`src/rtl/pipe_stage_reg.sv`:
```
// Inter-stage pipeline register with valid/ready handshake, a one-entry skid
// buffer and synchronous flush; control bits read zero whenever the stage is empty.
module pipe_stage_reg #(
  parameter int CTRL_WIDTH = 8,
  parameter int DATA_WIDTH = 32,
  parameter bit FLUSH_DATA = 1'b0
) (
  input  logic                  clk,
  input  logic                  rst,
  input  logic                  flush,
  input  logic                  in_valid,
  output logic                  in_ready,
  input  logic [CTRL_WIDTH-1:0] in_ctrl,
  input  logic [DATA_WIDTH-1:0] in_data,
  output logic                  out_valid,
  input  logic                  out_ready,
  output logic [CTRL_WIDTH-1:0] out_ctrl,
  output logic [DATA_WIDTH-1:0] out_data,
  output logic [1:0]            occupancy
);

  typedef enum logic [1:0] {
    EMPTY = 2'd0,
    BUSY  = 2'd1,
    FULL  = 2'd2
  } state_t;

  state_t                state, state_next;
  logic [CTRL_WIDTH-1:0] main_ctrl, skid_ctrl;
  logic [DATA_WIDTH-1:0] main_data, skid_data;
  logic                  in_fire, out_fire;
  logic                  load_main_in, load_main_skid, load_skid;

  assign in_fire   = in_valid & in_ready;
  assign out_valid = (state != EMPTY);
  assign out_fire  = out_valid & out_ready;
  assign out_ctrl  = out_valid ? main_ctrl : {CTRL_WIDTH{1'b0}};
  assign out_data  = main_data;

  always_comb begin
    occupancy = 2'd0;
    case (state)
      BUSY:    occupancy = 2'd1;
      FULL:    occupancy = 2'd2;
      default: occupancy = 2'd0;
    endcase
  end

  // Flush overrides everything; an item accepted in the flush cycle is dropped
  always_comb begin
    state_next     = state;
    load_main_in   = 1'b0;
    load_main_skid = 1'b0;
    load_skid      = 1'b0;
    if (flush) begin
      state_next = EMPTY;
    end else begin
      case (state)
        EMPTY: begin
          if (in_fire) begin
            load_main_in = 1'b1;
            state_next   = BUSY;
          end
        end
        BUSY: begin
          if (in_fire && out_fire) begin
            load_main_in = 1'b1;
          end else if (in_fire) begin
            load_skid  = 1'b1;
            state_next = FULL;
          end else if (out_fire) begin
            state_next = EMPTY;
          end
        end
        FULL: begin
          if (out_fire) begin
            load_main_skid = 1'b1;
            state_next     = BUSY;
          end
        end
        default: state_next = EMPTY;
      endcase
    end
  end

  // in_ready is registered from the next state so out_ready never reaches it combinationally
  always_ff @(posedge clk or negedge rst) begin
    if (!rst) begin
      state    <= EMPTY;
      in_ready <= 1'b1;
    end else begin
      state    <= state_next;
      in_ready <= (state_next != FULL);
    end
  end

  always_ff @(posedge clk or negedge rst) begin
    if (!rst) begin
      main_ctrl <= '0;
      main_data <= '0;
      skid_ctrl <= '0;
      skid_data <= '0;
    end else if (flush) begin
      main_ctrl <= '0;
      skid_ctrl <= '0;
      if (FLUSH_DATA) begin
        main_data <= '0;
        skid_data <= '0;
      end
    end else begin
      if (load_main_in) begin
        main_ctrl <= in_ctrl;
        main_data <= in_data;
      end else if (load_main_skid) begin
        main_ctrl <= skid_ctrl;
        main_data <= skid_data;
      end
      if (load_skid) begin
        skid_ctrl <= in_ctrl;
        skid_data <= in_data;
      end
    end
  end

endmodule

```
`config.mk`:
```
export PLATFORM = sky130hd
export DESIGN_NAME = pipe_stage_reg
export DESIGN_NICKNAME = d
export VERILOG_FILES = /design/src/rtl/pipe_stage_reg.sv
export SDC_FILE = /design/constraint.sdc
export NUM_CORES = 1
export LEC_CHECK = 0
export ABC_AREA = 1
export CAP_MARGIN = 20
export CORE_ASPECT_RATIO = 0.6
export CORE_MARGIN = 2
export CORE_UTILIZATION = 40
export DETAILED_ROUTE_END_ITERATION = 10
export MAX_ROUTING_LAYER = met4
export PLACE_DENSITY_LB_ADDON = 0.15
export SKIP_CTS_REPAIR_TIMING = 1
export SYNTH_ARGS = -nofsm -noshare
export SYNTH_HDL_FRONTEND = slang
export SYNTH_SLANG_ARGS = --single-unit
```
`constraint.sdc`:
```
create_clock -name clk -period 1.9 [get_ports clk]
set_input_delay 0.38 -clock clk [delete_from_list [all_inputs] [get_ports clk]]
set_output_delay 0.38 -clock clk [all_outputs]
set_load 0.02 [all_outputs]
```
; Word-level counts from Yosys, hierarchy flattened
; Index checks and enable logic that the tools add are counted.
[classes]
eq_ne = 3
muxes = 26
bitwise_logic = 3
reduce_logical = 8
[ops]
columns = cell, n
row1 = 2-to-1 mux 32 bit, 2
row2 = 2-to-1 mux 8 bit, 6
row3 = 2-to-1 mux 2 bit, 6
row4 = 2-to-1 mux 1 bit, 9
row5 = case mux 2 bit (3 select lines), 1
row6 = nonzero test 2 bit, 3
row7 = case mux 2 bit (2 select lines), 1
row8 = AND reduction 2 bit, 2
row9 = nonzero test 3 bit, 1
row10 = AND 1 bit, 2
row11 = "== test 2 x 1 -> 1 bit, second input constant", 1
row12 = "== test 2 bit, second input constant", 1
row13 = zero test 2 bit, 1
row14 = "!= test 2 bit, second input constant", 1
row15 = case mux 1 bit (2 select lines), 1
row16 = logical AND 1 bit, 1
row17 = NOT 1 bit, 1
[totals]
ff_bits = 83
inputBits = 45

; Logic depth before layout (Yosys ltp)
; Gate-level depths: netlist (run 1).
[depth]
word_depth = 8
ltp_mapped = 9
depth_no_buf = 7

; Worst setup path after synthesis (run 1)
; Ideal clock, no wire load.
[synth_timing]
kind = register to register
startpoint = register in_ready
endpoint = register main_ctrl[0]
t_arrival_ns = 1.401
required_ns = 1.783
path_slack_ns = 0.381
stages_incl_launch_ff = 10
path_buffers = 2
path_cell_list = dfstp_2 > nand2_1 > nor2_4 > buf_4 > nand2_1 > buf_4 > nand3_1 > nand2_1 > nand2_1 > nand2_1
[synth_between]
elab_chain_len = 7
[synth_lines]
columns = element, line
row1 = "start, declared", 12  ; output logic in_ready,
row2 = "start signal, assigned", 93  ; in_ready <= (state_next != FULL);
row3 = AND 1 bit *, 34  ; assign in_fire = in_valid & in_ready;
row4 = logical AND 1 bit, 66  ; if (in_fire && out_fire) begin
row5 = 2-to-1 mux 1 bit, 66
row6 = case mux 1 bit (2 select lines) *, 58  ; case (state)
row7 = 2-to-1 mux 1 bit *, 55  ; if (flush) begin
row8 = 2-to-1 mux 8 bit, 111  ; if (load_main_in) begin
row9 = 2-to-1 mux 8 bit, 103  ; end else if (flush) begin
row10 = "end signal, assigned", 112  ; main_ctrl <= in_ctrl;
row11 = "end signal, assigned", 115  ; main_ctrl <= skid_ctrl;
row12 = "end, declared", 29  ; logic [CTRL_WIDTH-1:0] main_ctrl, skid_ctrl;
; Every way passes the cells marked *; elsewhere a longest branch is shown, timed or not.
; A chain may end at the register's enable or synchronous reset.

; Worst setup path after layout (run 1)
[layout_timing]
startpoint = register in_ready
endpoint = output port in_ready
; No word-level cell between the ends.

==> results of run 1 <==
-- metal layers --
layer / up-vias / GRT usage
met5: - / -
met4: 0 / 0.0543
met3: 8 / 0.0627
met2: 99 / 0.279
met1: 1507 / 0.285
li1: 1624 / -
-- worst max-delay path by stage --
stage	from	endpoint	slack (ns)
finish	in_ready	in_ready	0.06
global placement	out_ready	skid_data[8]	0.04
CTS	state[0]	out_ctrl[2]	-0.35
floorplan	in_ready	main_ctrl[0]	0.38
global route	in_ready	in_ready	0.02
detailed placement	state[0]	out_ctrl[2]	0.02
-- sequential cells by signal (all words and copies together), names as in the netlist --
name,flops
out_data,32
skid_data,32
main_ctrl,8
skid_ctrl,8
state,2
in_ready,1
-- cells by family (layout without fill, tap and decap cells) --
logic type / after synthesis / count (layout)
and+or+nand+nor: 242 / 243
buffers and inverters: 86 / 187
DFF: 83 / 83
AOI/OAI and AO/OA: 40 / 40
-- synth_stat cells --
cell type and n:
sky130_fd_sc_hd__inv_1 56, sky130_fd_sc_hd__o21ai_0 28, sky130_fd_sc_hd__nand2_1 134, sky130_fd_sc_hd__buf_4 7, sky130_fd_sc_hd__nand3_4 1, sky130_fd_sc_hd__inv_2 5, sky130_fd_sc_hd__nand4_1 9, sky130_fd_sc_hd__nand3_2 3
sky130_fd_sc_hd__nor2_4 2, sky130_fd_sc_hd__buf_2 12, sky130_fd_sc_hd__clkbuf_1 5, sky130_fd_sc_hd__nand3_1 84, sky130_fd_sc_hd__clkbuf_2 1, sky130_fd_sc_hd__nor2_1 9, sky130_fd_sc_hd__dfstp_2 1, sky130_fd_sc_hd__o21ai_1 12
sky130_fd_sc_hd__dfrtp_1 82
-- stage by stage --
step | power [mW] | hold WS [ns] | instances | utilization
after floorplan | 2.78 | 0.0844 | 451 | -
after global placement | 3.30 | 0.267 | 651 | 0.533
after detailed placement | 3.33 | 0.268 | 651 | 0.533
after CTS | 5.24 | -0.0952 | 667 | 0.569
after global routing | 5.46 | 0.470 | 669 | 0.575
final | 5.18 | 0.458 | 669 | 0.575
-- power by group through the flow --
| stage | Clock (mW) | Sequential [mW] | Combinational (mW) |
|---|---|---|---|
| 5_1_grt | 2.00 | 2.30 | 1.16 |
| 3_5_place_dp | 0 | 2.28 | 1.05 |
| 3_3_place_gp | 0 | 2.28 | 1.02 |
| 6_report | 1.88 | 2.26 | 1.04 |
| 4_1_cts | 1.93 | 2.26 | 1.05 |
| 2_1_floorplan | 0 | 2.40 | 0.383 |
-- cell type report --
type | count | area share
Clock buffer | 12 | 0.0489
Clock inverter | 4 | 0.0138
Inverter | 61 | 0.0437
Multi-Input combinational cell | 283 | 0.247
Sequential cell | 83 | 0.397
Tap cell | 116 | 0.0277
Timing Repair Buffer | 110 | 0.221
==> summary.log, run 1 <==
INFO  clock_network  clockBufferDepth=2
INFO  timing         setup_tns=0ns
INFO  grt            grt_pass1_vias=3075
INFO  clock_network  clk_transition_reported_paths=0.06ns
INFO  worst_setup_path regToRegSetupSlack=0.38ns
INFO  clock_network  cts_tree=built
INFO  power_and_ir_drop p_clk_frac=0.364
INFO  grt            gr-total-overflow=0
INFO  grt            grt_util_all_layers=0.201
INFO  synth          synthesized_area_fraction_occupied_by_ao_oa_aoi_and_oai_cells=0.0537
INFO  timing         hold_violations=0
INFO  synth          synthSimpleGateAreaFrac=0.291
INFO  synth          synth_cells=451
INFO  clock_network  cts_root_buf=sky130_fd_sc_hd__clkbuf_16
INFO  clock_network  clock_insertion_delay_worst_skew=0.34ns
INFO  timing         post_route_clock_skew=0.00381ns
INFO  worst_setup_path critical_path_arrival=1.46ns
INFO  worst_setup_path critical_path_class=flip-flop to output pin
INFO  synth          flip_flop_and_latch_count_after_synthesis=83
INFO  routing        finalWirelength=9.10mm
INFO  synth          synth_fa_ha_area_frac=0
INFO  synth          synth_seq_area_share=0.558
INFO  run            max-cap-violations=0
INFO  routing        met3_wirelength=696µm
INFO  grt            maximum_number_of_pins_on_one_net_before_global_route_repair=44
INFO  worst_setup_path path_depth=1
INFO  min_path       min-delay-path-class=primary input to asynchronous set/reset pin
INFO  floorplanning  floorplan.die.width=129µm
INFO  floorplanning  io_pins=89
INFO  run_status     status=completed
INFO  worst_setup_path worst_r2r_endpoint=main_ctrl[5]
INFO  grt            grt_first_pass_wirelength=15.2mm
INFO  timing         final_min_period_over_clock_period=0.969
INFO  worst_setup_path critical_path.top_delay_family=buffers and inverters
INFO  cells_and_area fillCellCount=830
INFO  placed_design  placed_wire_length_estimate_after_detailed_placement=6.11mm
INFO  clock_network  cts_max_level=3
INFO  floorplanning  initial_utilization=0.409
INFO  placed_design  place_ws=0.0219ns
INFO  timing         peak_freq=543MHz
INFO  synth          area_leader_netlist=sky130_fd_sc_hd__dfrtp_1
INFO  cells_and_area fin_area=0.00524mm²
INFO  power_and_ir_drop power.density=988mW/mm²
INFO  worst_setup_path number_of_buffer_and_inverter_instances_along_the_worst_setup_path=1
INFO  worst_setup_path critPathLaunchType=flip-flop
INFO  synth          count_of_cell_types_in_the_netlist=17
INFO  timing         layout_min_cycle_time=1.84ns
INFO  routing        m1WireLength=4.39mm
INFO  timing         drv_slew=0
INFO  cells_and_area synthToLayoutAreaGrowth=40.7%
INFO  cells_and_area area_of_combinational_cells_with_multiple_inputs=0.00130mm²
INFO  timing         rsz0062_at_grt=no
INFO  placed_design  gpl.final_weighted_congestion=0.798
INFO  power_and_ir_drop ir_worst_vdd=528µV
INFO  routing        first_iter_violations=223
INFO  synth          synth-xor-area-share=0
INFO  synth          largest_family_of_logic_cells_by_synthesized_area=simple AND/OR/NAND/NOR gates
INFO  worst_setup_path cpPeakStageDelay=0.60ns
INFO  routing        via_per_inst=4.84
INFO  worst_setup_path cp_slowest_cell=sky130_fd_sc_hd__clkdlybuf4s50_1
INFO  worst_setup_path critical_path.cell_chain=clkdlybuf4s50_1
INFO  power_and_ir_drop power.share.combinational=0.200
INFO  power_and_ir_drop p_int=3.81mW
INFO  cells_and_area finish.net_count=593
INFO  timing         tightest_slew_margin_relative_to_the_limit=0.735
INFO  floorplanning  die_height=78.8µm
INFO  power_and_ir_drop swShare=0.265
INFO  placed_design  placed_area=0.00486mm²
INFO  floorplanning  design.core.area=0.00912mm²
INFO  power_and_ir_drop p_leak=2.76nW
INFO  synth          post-synth-top-area-fraction=0.551
INFO  routing        drt_drc=0
INFO  clock_network  total_cts_buffers=9
INFO  placed_design  numPortBuffers=88
INFO  power_and_ir_drop sequentialPowerShare=0.436
INFO  cells_and_area final_cell_mix=sky130_fd_sc_hd__nand2_1, sky130_fd_sc_hd__nand3_1, sky130_fd_sc_hd__dfrtp_1, sky130_fd_sc_hd__clkdlybuf4s50_1, sky130_fd_sc_hd__inv_1
INFO  routing        route.antenna.remaining_nets=0
INFO  worst_setup_path r2r_cells=8
INFO  routing        drt_first_pass_iters=5
INFO  timing         setup_ws=0.0598ns
INFO  grt            grt_antenna_before_repair=0
INFO  clock_network  cts.sink_count=83
INFO  cells_and_area final_layout_size_suffix_gt1_frac=0.0958
INFO  cells_and_area antenna-diode-count=0
INFO  routing        wl_per_cell=13.6µm
INFO  synth          syn_nets=496
INFO  worst_setup_path worst_r2r_startpoint=in_ready
INFO  floorplanning  floorplan.die_area=0.0101mm²
INFO  cells_and_area seq_area=0.00208mm²
INFO  power_and_ir_drop net_sw_power=1.37mW
INFO  routing        wl_met2=3.93mm
INFO  synth          netlist_top_cells_area=sky130_fd_sc_hd__dfrtp_1, sky130_fd_sc_hd__nand2_1, sky130_fd_sc_hd__nand3_1, sky130_fd_sc_hd__inv_1, sky130_fd_sc_hd__o21ai_0
INFO  timing         tightestPinTransition=0.398ns
INFO  worst_setup_path worstPathMaxFanout=2
INFO  timing         report.final.setup_viol=0
INFO  worst_setup_path timing.critical_path.required=1.52ns
INFO  routing        route.vias.total=3238
INFO  floorplanning  num_rows=27
INFO  synth          multiplexer_share_of_the_synthesized_area=0
INFO  synth          mappedNetlistArea=0.00373mm²
INFO  synth          synthesis.area_per_instance=8.26µm²
INFO  synth          number_of_warnings_reported_in_the_yosys_synthesis_log=0
INFO  routing        highest-signal-layer=met4
INFO  cells_and_area layout.cells.most_common=sky130_fd_sc_hd__nand2_1
INFO  worst_setup_path crit_path_end_kind=output pin
Note: power is estimated with default switching activity, not from simulation.
==> inputs of run 2 (changes only) <==
Settings changed: RECOVER_POWER from default to 100.
==> run 2 against run 1 <==
  * Sequential cell count did not move
  * Combinational power shrank 7%
  * Cell area fell by 2.6%
  * Fmax rose by 0.11%
==> summary.log, run 2 (synthesis results as in run 1) <==
INFO  cells_and_area finish.net_count=593 [unchanged]
INFO  routing        route.antenna.remaining_nets=0 [unchanged]
INFO  timing         drv_slew=0 [unchanged]
INFO  cells_and_area fillCellCount=852 [+2.7%]
INFO  worst_setup_path cpPeakStageDelay=0.60ns [about the same]
INFO  clock_network  total_cts_buffers=9 [unchanged]
INFO  floorplanning  design.core.area=0.00912mm² [unchanged]
INFO  floorplanning  floorplan.die.width=129µm [unchanged]
INFO  power_and_ir_drop power.share.combinational=0.190 [-0.010]
INFO  grt            maximum_number_of_pins_on_one_net_before_global_route_repair=44 [unchanged]
INFO  floorplanning  num_rows=27 [unchanged]
INFO  timing         tightestPinTransition=0.642ns [+0.244 ns]
INFO  timing         layout_min_cycle_time=1.84ns [-0.00203 ns]
INFO  clock_network  cts_root_buf=sky130_fd_sc_hd__clkbuf_16
INFO  timing         tightest_slew_margin_relative_to_the_limit=0.572 [-0.163]
INFO  clock_network  clock_insertion_delay_worst_skew=0.34ns [about the same]
INFO  timing         rsz0062_at_grt=no
INFO  placed_design  gpl.final_weighted_congestion=0.798 [unchanged]
INFO  routing        via_per_inst=4.87 [+0.62%]
INFO  clock_network  clk_transition_reported_paths=0.06ns [about the same]
INFO  placed_design  placed_cells_incl_taps=651 [unchanged]
INFO  worst_setup_path cp_slowest_cell=sky130_fd_sc_hd__clkdlybuf4s50_1
INFO  cells_and_area layout.cells.most_common=sky130_fd_sc_hd__nand2_1
INFO  routing        drt_first_pass_iters=5 [unchanged]
INFO  timing         final_min_period_over_clock_period=0.967 [-0.00107]
INFO  placed_design  placed_wire_length_estimate_after_detailed_placement=6.11mm [unchanged]
INFO  power_and_ir_drop sequentialPowerShare=0.441 [+0.005]
INFO  worst_setup_path critical_path.startpoint=in_ready
INFO  routing        wl_per_cell=13.6µm [about the same]
INFO  grt            grt_pass1_vias=3075 [unchanged]
INFO  floorplanning  die_height=78.8µm [unchanged]
INFO  routing        route.vias.total=3258 [+0.62%]
INFO  floorplanning  io_pins=89 [unchanged]
INFO  worst_setup_path critical_path_arrival=1.46ns [about the same]
INFO  power_and_ir_drop p_clk_frac=0.369 [+0.005]
INFO  run_status     status=completed
INFO  power_and_ir_drop power.density=1000mW/mm² [+1.2%]
INFO  cells_and_area final_cell_mix=sky130_fd_sc_hd__nand2_1, sky130_fd_sc_hd__nand3_1, sky130_fd_sc_hd__dfrtp_1, sky130_fd_sc_hd__inv_1, sky130_fd_sc_hd__clkdlybuf4s50_1
INFO  floorplanning  floorplan.die_area=0.0101mm² [unchanged]
INFO  worst_setup_path worstPathMaxFanout=2 [unchanged]
INFO  timing         report.final.setup_viol=0 [unchanged]
INFO  grt            grt_antenna_before_repair=0 [unchanged]
INFO  clock_network  cts.sink_count=83 [unchanged]
INFO  worst_setup_path critical_path.cell_chain=clkdlybuf4s50_1
INFO  cells_and_area finalNonFillerCells=669 [unchanged]
INFO  worst_setup_path critPathLaunchType=flip-flop
INFO  cells_and_area antenna-diode-count=0 [unchanged]
INFO  worst_setup_path number_of_buffer_and_inverter_instances_along_the_worst_setup_path=1 [unchanged]
INFO  timing         post_route_clock_skew=0.00387ns [+0.0000566 ns]
INFO  worst_setup_path critical_path_class=flip-flop to output pin
INFO  worst_setup_path path_depth=1 [unchanged]
INFO  power_and_ir_drop p_int=3.74mW [-1.7%]
INFO  clock_network  cts_tree=built
INFO  run            max-cap-violations=0 [unchanged]
INFO  placed_design  placed_area=0.00486mm² [unchanged]
INFO  worst_setup_path worst_r2r_endpoint=out_data[28]
INFO  timing         peak_freq=544MHz [+0.11%]
INFO  power_and_ir_drop ir_worst_vdd=524µV [-0.88%]
INFO  timing         hold_violations=0 [unchanged]
INFO  floorplanning  initial_utilization=0.409 [unchanged]
INFO  grt            gr-total-overflow=0 [unchanged]
INFO  power_and_ir_drop net_sw_power=1.36mW [-1.0%]
INFO  worst_setup_path critical_path.top_delay_family=buffers and inverters
INFO  routing        first_iter_violations=261 [+17%]
INFO  worst_setup_path crit_path_end_kind=output pin
INFO  routing        drt_drc=0 [unchanged]
INFO  grt            grt_util_all_layers=0.201 [unchanged]
INFO  worst_setup_path setup.worst_path.end=in_ready
INFO  worst_setup_path r2r_cells=6 [-2]
INFO  worst_setup_path timing.critical_path.required=1.52ns [about the same]
INFO  min_path       min-delay-path-class=primary input to asynchronous set/reset pin
INFO  worst_setup_path regToRegSetupSlack=0.25ns [-0.13 ns]
INFO  cells_and_area fin_area=0.00510mm² [-2.6%]
INFO  clock_network  clockBufferDepth=2 [unchanged]
INFO  routing        finalWirelength=9.09mm [about the same]
INFO  cells_and_area final_layout_size_suffix_gt1_frac=0.0814 [-0.0145]
INFO  power_and_ir_drop swShare=0.266 [+0.00125]
INFO  cells_and_area synthToLayoutAreaGrowth=37.0%
INFO  placed_design  numPortBuffers=88 [unchanged]
INFO  grt            grt_first_pass_wirelength=15.2mm [unchanged]
INFO  power_and_ir_drop p_leak=2.60nW [-5.5%]
INFO  clock_network  cts_max_level=3 [unchanged]
INFO  worst_setup_path worst_r2r_startpoint=in_ready
-- run 2: area by class of cell --
cell class	instances	area (µm²)	area share
clock buffers	12	256	0.0502
clock inverters	4	72.6	0.0142
inverters	61	229	0.0449
multi-input cells	283	1260	0.248
flip-flops and latches	83	2080	0.408
well taps	116	145	0.0284
repair buffers	110	1060	0.207
-- run 2: metrics by stage --
| step | TNS (ns) | hold slack (ns) | utilization | total power, mW | setup slack (ns) |
|---|---|---|---|---|---|
| floorplan | 0 | 0.0844 | - | 2.78 | 0.381 |
| global placement | 0 | 0.267 | 0.533 | 3.30 | 0.0352 |
| detailed placement | 0 | 0.268 | 0.533 | 3.33 | 0.0219 |
| CTS | -3.24 | -0.0952 | 0.569 | 5.24 | -0.349 |
| global route | 0 | 0.461 | 0.560 | 5.38 | 0.0208 |
| finish | 0 | 0.447 | 0.560 | 5.10 | 0.0618 |
-- run 2: worst min-delay path by stage --
stage,startpoint,end,slack (ns),depth (start not counted)
2_1_floorplan,rst,main_ctrl[0],0.08,0
3_3_place_gp,rst,main_ctrl[3],0.27,1
3_5_place_dp,rst,main_ctrl[3],0.27,1
4_1_cts,rst,main_ctrl[3],-0.1,1
5_1_grt,rst,main_ctrl[3],0.46,2
6_report,rst,main_ctrl[3],0.45,2
-- run 2: per-layer routing --
metal | track usage | share of wire
met5 | - | 0
met4 | 0.0543 | 0.0093
met3 | 0.0627 | 0.081
met2 | 0.279 | 0.43
met1 | 0.285 | 0.48
-- run 2: power groups by stage --
stage                     registers, mW  clock network, mW  logic, mW
after detailed placement           2.28                  0       1.05
after floorplan                    2.40                  0      0.383
after global routing               2.29               2.00       1.09
after CTS                          2.26               1.93       1.05
final                              2.25               1.88      0.969
after global placement             2.28                  0       1.02
==> inputs of run 3 (changes only) <==
Settings changed: PLACE_DENSITY from default to 0.76, PLACE_DENSITY_LB_ADDON 0.15 to default.
==> run 3 against run 2 <==
  * Critical path depth is the same
  * Wire length grew 4.5%
  * Die area is the same
  * Combinational power grew 0.8%
  * Power shrank 1.7%
  * Global-route usage grew 0.71 points
  * Cell area shrank 1.3%
  * Sequential power is essentially flat
  * Clock-buffer cell count shrank 2
  * Utilization shrank 0.74 points
  * Sequential cell count is the same
  * Critical path type unchanged
==> summary.log, run 3 (synthesis results as in run 1) <==
INFO  power_and_ir_drop ir_worst_vdd=517µV [-1.3%]
INFO  floorplanning  num_rows=27 [unchanged]
INFO  cells_and_area fillCellCount=812 [-4.7%]
INFO  routing        route.antenna.remaining_nets=0 [unchanged]
INFO  floorplanning  floorplan.die_area=0.0101mm² [unchanged]
INFO  grt            maximum_number_of_pins_on_one_net_before_global_route_repair=42 [-4.5%]
INFO  routing        drt_drc=0 [unchanged]
INFO  routing        first_iter_violations=222 [-15%]
INFO  cells_and_area postLayoutCoreUtil=0.552 [-0.00741]
INFO  run            max-cap-violations=0 [unchanged]
INFO  routing        route.vias.total=3320 [+1.9%]
INFO  worst_setup_path timing.critical_path.required=1.52ns [about the same]
INFO  cells_and_area finish.net_count=590 [-0.51%]
INFO  timing         final_min_period_over_clock_period=0.969 [+0.00125]
INFO  worst_setup_path critical_path.cell_chain=dlygate4sd3_1
INFO  placed_design  numPortBuffers=88 [unchanged]
INFO  timing         rsz0062_at_grt=no
INFO  timing         post_route_clock_skew=0.00718ns [+0.00331 ns]
INFO  worst_setup_path worst_r2r_startpoint=in_ready
INFO  timing         setup_tns=0ns [unchanged]
INFO  floorplanning  design.core.area=0.00912mm² [unchanged]
INFO  worst_setup_path worstPathMaxFanout=2 [unchanged]
INFO  clock_network  cts_root_buf=sky130_fd_sc_hd__clkbuf_16
INFO  timing         report.final.setup_viol=0 [unchanged]
INFO  worst_setup_path critical_path.top_delay_family=buffers and inverters
INFO  grt            grt_first_pass_wirelength=15.9mm [+4.4%]
INFO  clock_network  cts.sink_count=83 [unchanged]
INFO  cells_and_area final_layout_size_suffix_gt1_frac=0.0782 [-0.00319]
INFO  timing         peak_freq=543MHz [-0.13%]
INFO  cells_and_area fin_area=0.00504mm² [-1.3%]
INFO  floorplanning  io_pins=89 [unchanged]
INFO  routing        via_per_inst=4.98 [+2.4%]
INFO  worst_setup_path worst_r2r_endpoint=main_ctrl[0]
INFO  clock_network  cts_tree=built
INFO  grt            grt_antenna_before_repair=0 [unchanged]
INFO  worst_setup_path critPathLaunchType=flip-flop
INFO  power_and_ir_drop power.density=995mW/mm² [-0.42%]
INFO  worst_setup_path cp_slowest_cell=sky130_fd_sc_hd__dlygate4sd3_1
INFO  clock_network  total_cts_buffers=9 [unchanged]
INFO  cells_and_area synthToLayoutAreaGrowth=35.1%
INFO  run_status     status=completed
INFO  placed_design  placed_wire_length_estimate_after_detailed_placement=6.60mm [+7.9%]
INFO  min_path       min-delay-path-class=primary input to asynchronous set/reset pin
INFO  clock_network  clk_transition_reported_paths=0.07ns [about the same]
INFO  worst_setup_path crit_path_end_kind=output pin
INFO  power_and_ir_drop p_leak=2.58nW [-0.97%]
INFO  timing         tightestPinTransition=1.07ns [+0.424 ns]
INFO  placed_design  gpl.final_weighted_congestion=0.906 [+14%]
INFO  placed_design  placed_area=0.00485mm² [-0.15%]
INFO  worst_setup_path number_of_buffer_and_inverter_instances_along_the_worst_setup_path=1 [unchanged]
INFO  worst_setup_path cpPeakStageDelay=0.70ns [+0.10 ns]
INFO  timing         tightest_slew_margin_relative_to_the_limit=0.289 [-0.283]
INFO  worst_setup_path critical_path_arrival=1.46ns [about the same]
INFO  timing         hold_slack=0.222ns [-0.226 ns]
INFO  clock_network  clockBufferDepth=2 [unchanged]
INFO  worst_setup_path critical_path_class=flip-flop to output pin
INFO  timing         drv_slew=0 [unchanged]
INFO  routing        wl_per_cell=14.3µm [+5.0%]
INFO  routing        drt_first_pass_iters=5 [unchanged]
INFO  cells_and_area layout.cells.most_common=sky130_fd_sc_hd__nand2_1
INFO  timing         layout_min_cycle_time=1.84ns [+0.00237 ns]
INFO  floorplanning  initial_utilization=0.409 [unchanged]
INFO  cells_and_area antenna-diode-count=0 [unchanged]
INFO  timing         hold_violations=0 [unchanged]
INFO  grt            grt_util_all_layers=0.208 [+0.00710]
INFO  worst_setup_path r2r_cells=7 [+1]
INFO  floorplanning  floorplan.die.width=129µm [unchanged]
INFO  clock_network  cts_max_level=3 [unchanged]
INFO  grt            grt_pass1_vias=3281 [+6.7%]
INFO  floorplanning  die_height=78.8µm [unchanged]
INFO  routing        finalWirelength=9.50mm [+4.5%]
INFO  cells_and_area final_cell_mix=sky130_fd_sc_hd__nand2_1, sky130_fd_sc_hd__nand3_1, sky130_fd_sc_hd__dfrtp_1, sky130_fd_sc_hd__inv_1, sky130_fd_sc_hd__clkdlybuf4s50_1
INFO  grt            gr-total-overflow=0 [unchanged]
INFO  worst_setup_path regToRegSetupSlack=0.20ns [-0.05 ns]
INFO  clock_network  clock_insertion_delay_worst_skew=0.34ns [about the same]
[run 3: cell count changes in the layout (fill, tap and decap cells not counted), sizes merged]
cell | previous run | this run
dlygate4sd3 | 34 | 32
clkbuf | 25 | 27
clkdlybuf4s50 | 43 | 44
inv | 61 | 64
bufinv | 2 | 1
clkinv | 1 | 0
dlymetal6s2s | 2 | 3
clkinvlp | 1 | 2
buf | 18 | 12
nor2 | 12 | 11
[run 3: metal layers]
layer  up-vias  global-route usage  part of all wire  wire length (µm)
met2       117               0.307              0.42              4040
met4         0              0.0457            0.0089                85
met1      1575               0.284              0.49              4640
met3        11              0.0667             0.078               744
met5         -                   -                 0                 0
li1       1617                   -                 -                 -
[run 3: worst max path at each step]
stage | start | endpoint | slack [ns] | depth (start not counted)
detailed placement | flush | out_data[3] | 0.04 | 6
CTS | state[1] | out_ctrl[0] | -0.30 | 4
floorplan | in_ready | main_ctrl[0] | 0.38 | 9
global route | state[0] | out_ctrl[0] | 0.03 | 4
global placement | flush | out_data[29] | 0.05 | 6
finish | out_data[21] | out_data[21] | 0.06 | 1
[run 3: worst reg2reg max path, delay by kind of cell (launching register included)]
family / cells / cell delay, ns
flops: 1 / 0.52
simple gates: 6 / 0.87
buf+inv: 1 / 0.20
[run 3: final cells by class]
cell class                 instances  area [µm²]  share of cell area
inverter                          61         229              0.0455
sequential                        83        2080               0.413
multi-input combinational        282        1270               0.253
timing repair buffer             108        1010               0.200
clock buffer                      10         229              0.0455
tap                              116         145              0.0288
clock inverter                     6        71.3              0.0142
[run 3: per-stage QoR]
| stage | instances | worst slack (ns) | total power [mW] |
|---|---|---|---|
| 2_1_floorplan | 451 | 0.381 | 2.78 |
| 3_3_place_gp | 650 | 0.0508 | 3.30 |
| 3_5_place_dp | 650 | 0.0413 | 3.34 |
| 4_1_cts | 666 | -0.298 | 5.12 |
| 5_1_grt | 666 | 0.0258 | 5.28 |
| 6_report | 666 | 0.0594 | 5.01 |
[run 3: report_power, final]
group          switching [mW]  total [mW]  internal [mW]
Combinational           0.538       0.977          0.439
Clock                   0.745        1.78           1.03
Sequential              0.180        2.26           2.08
Total                    1.46        5.01           3.55
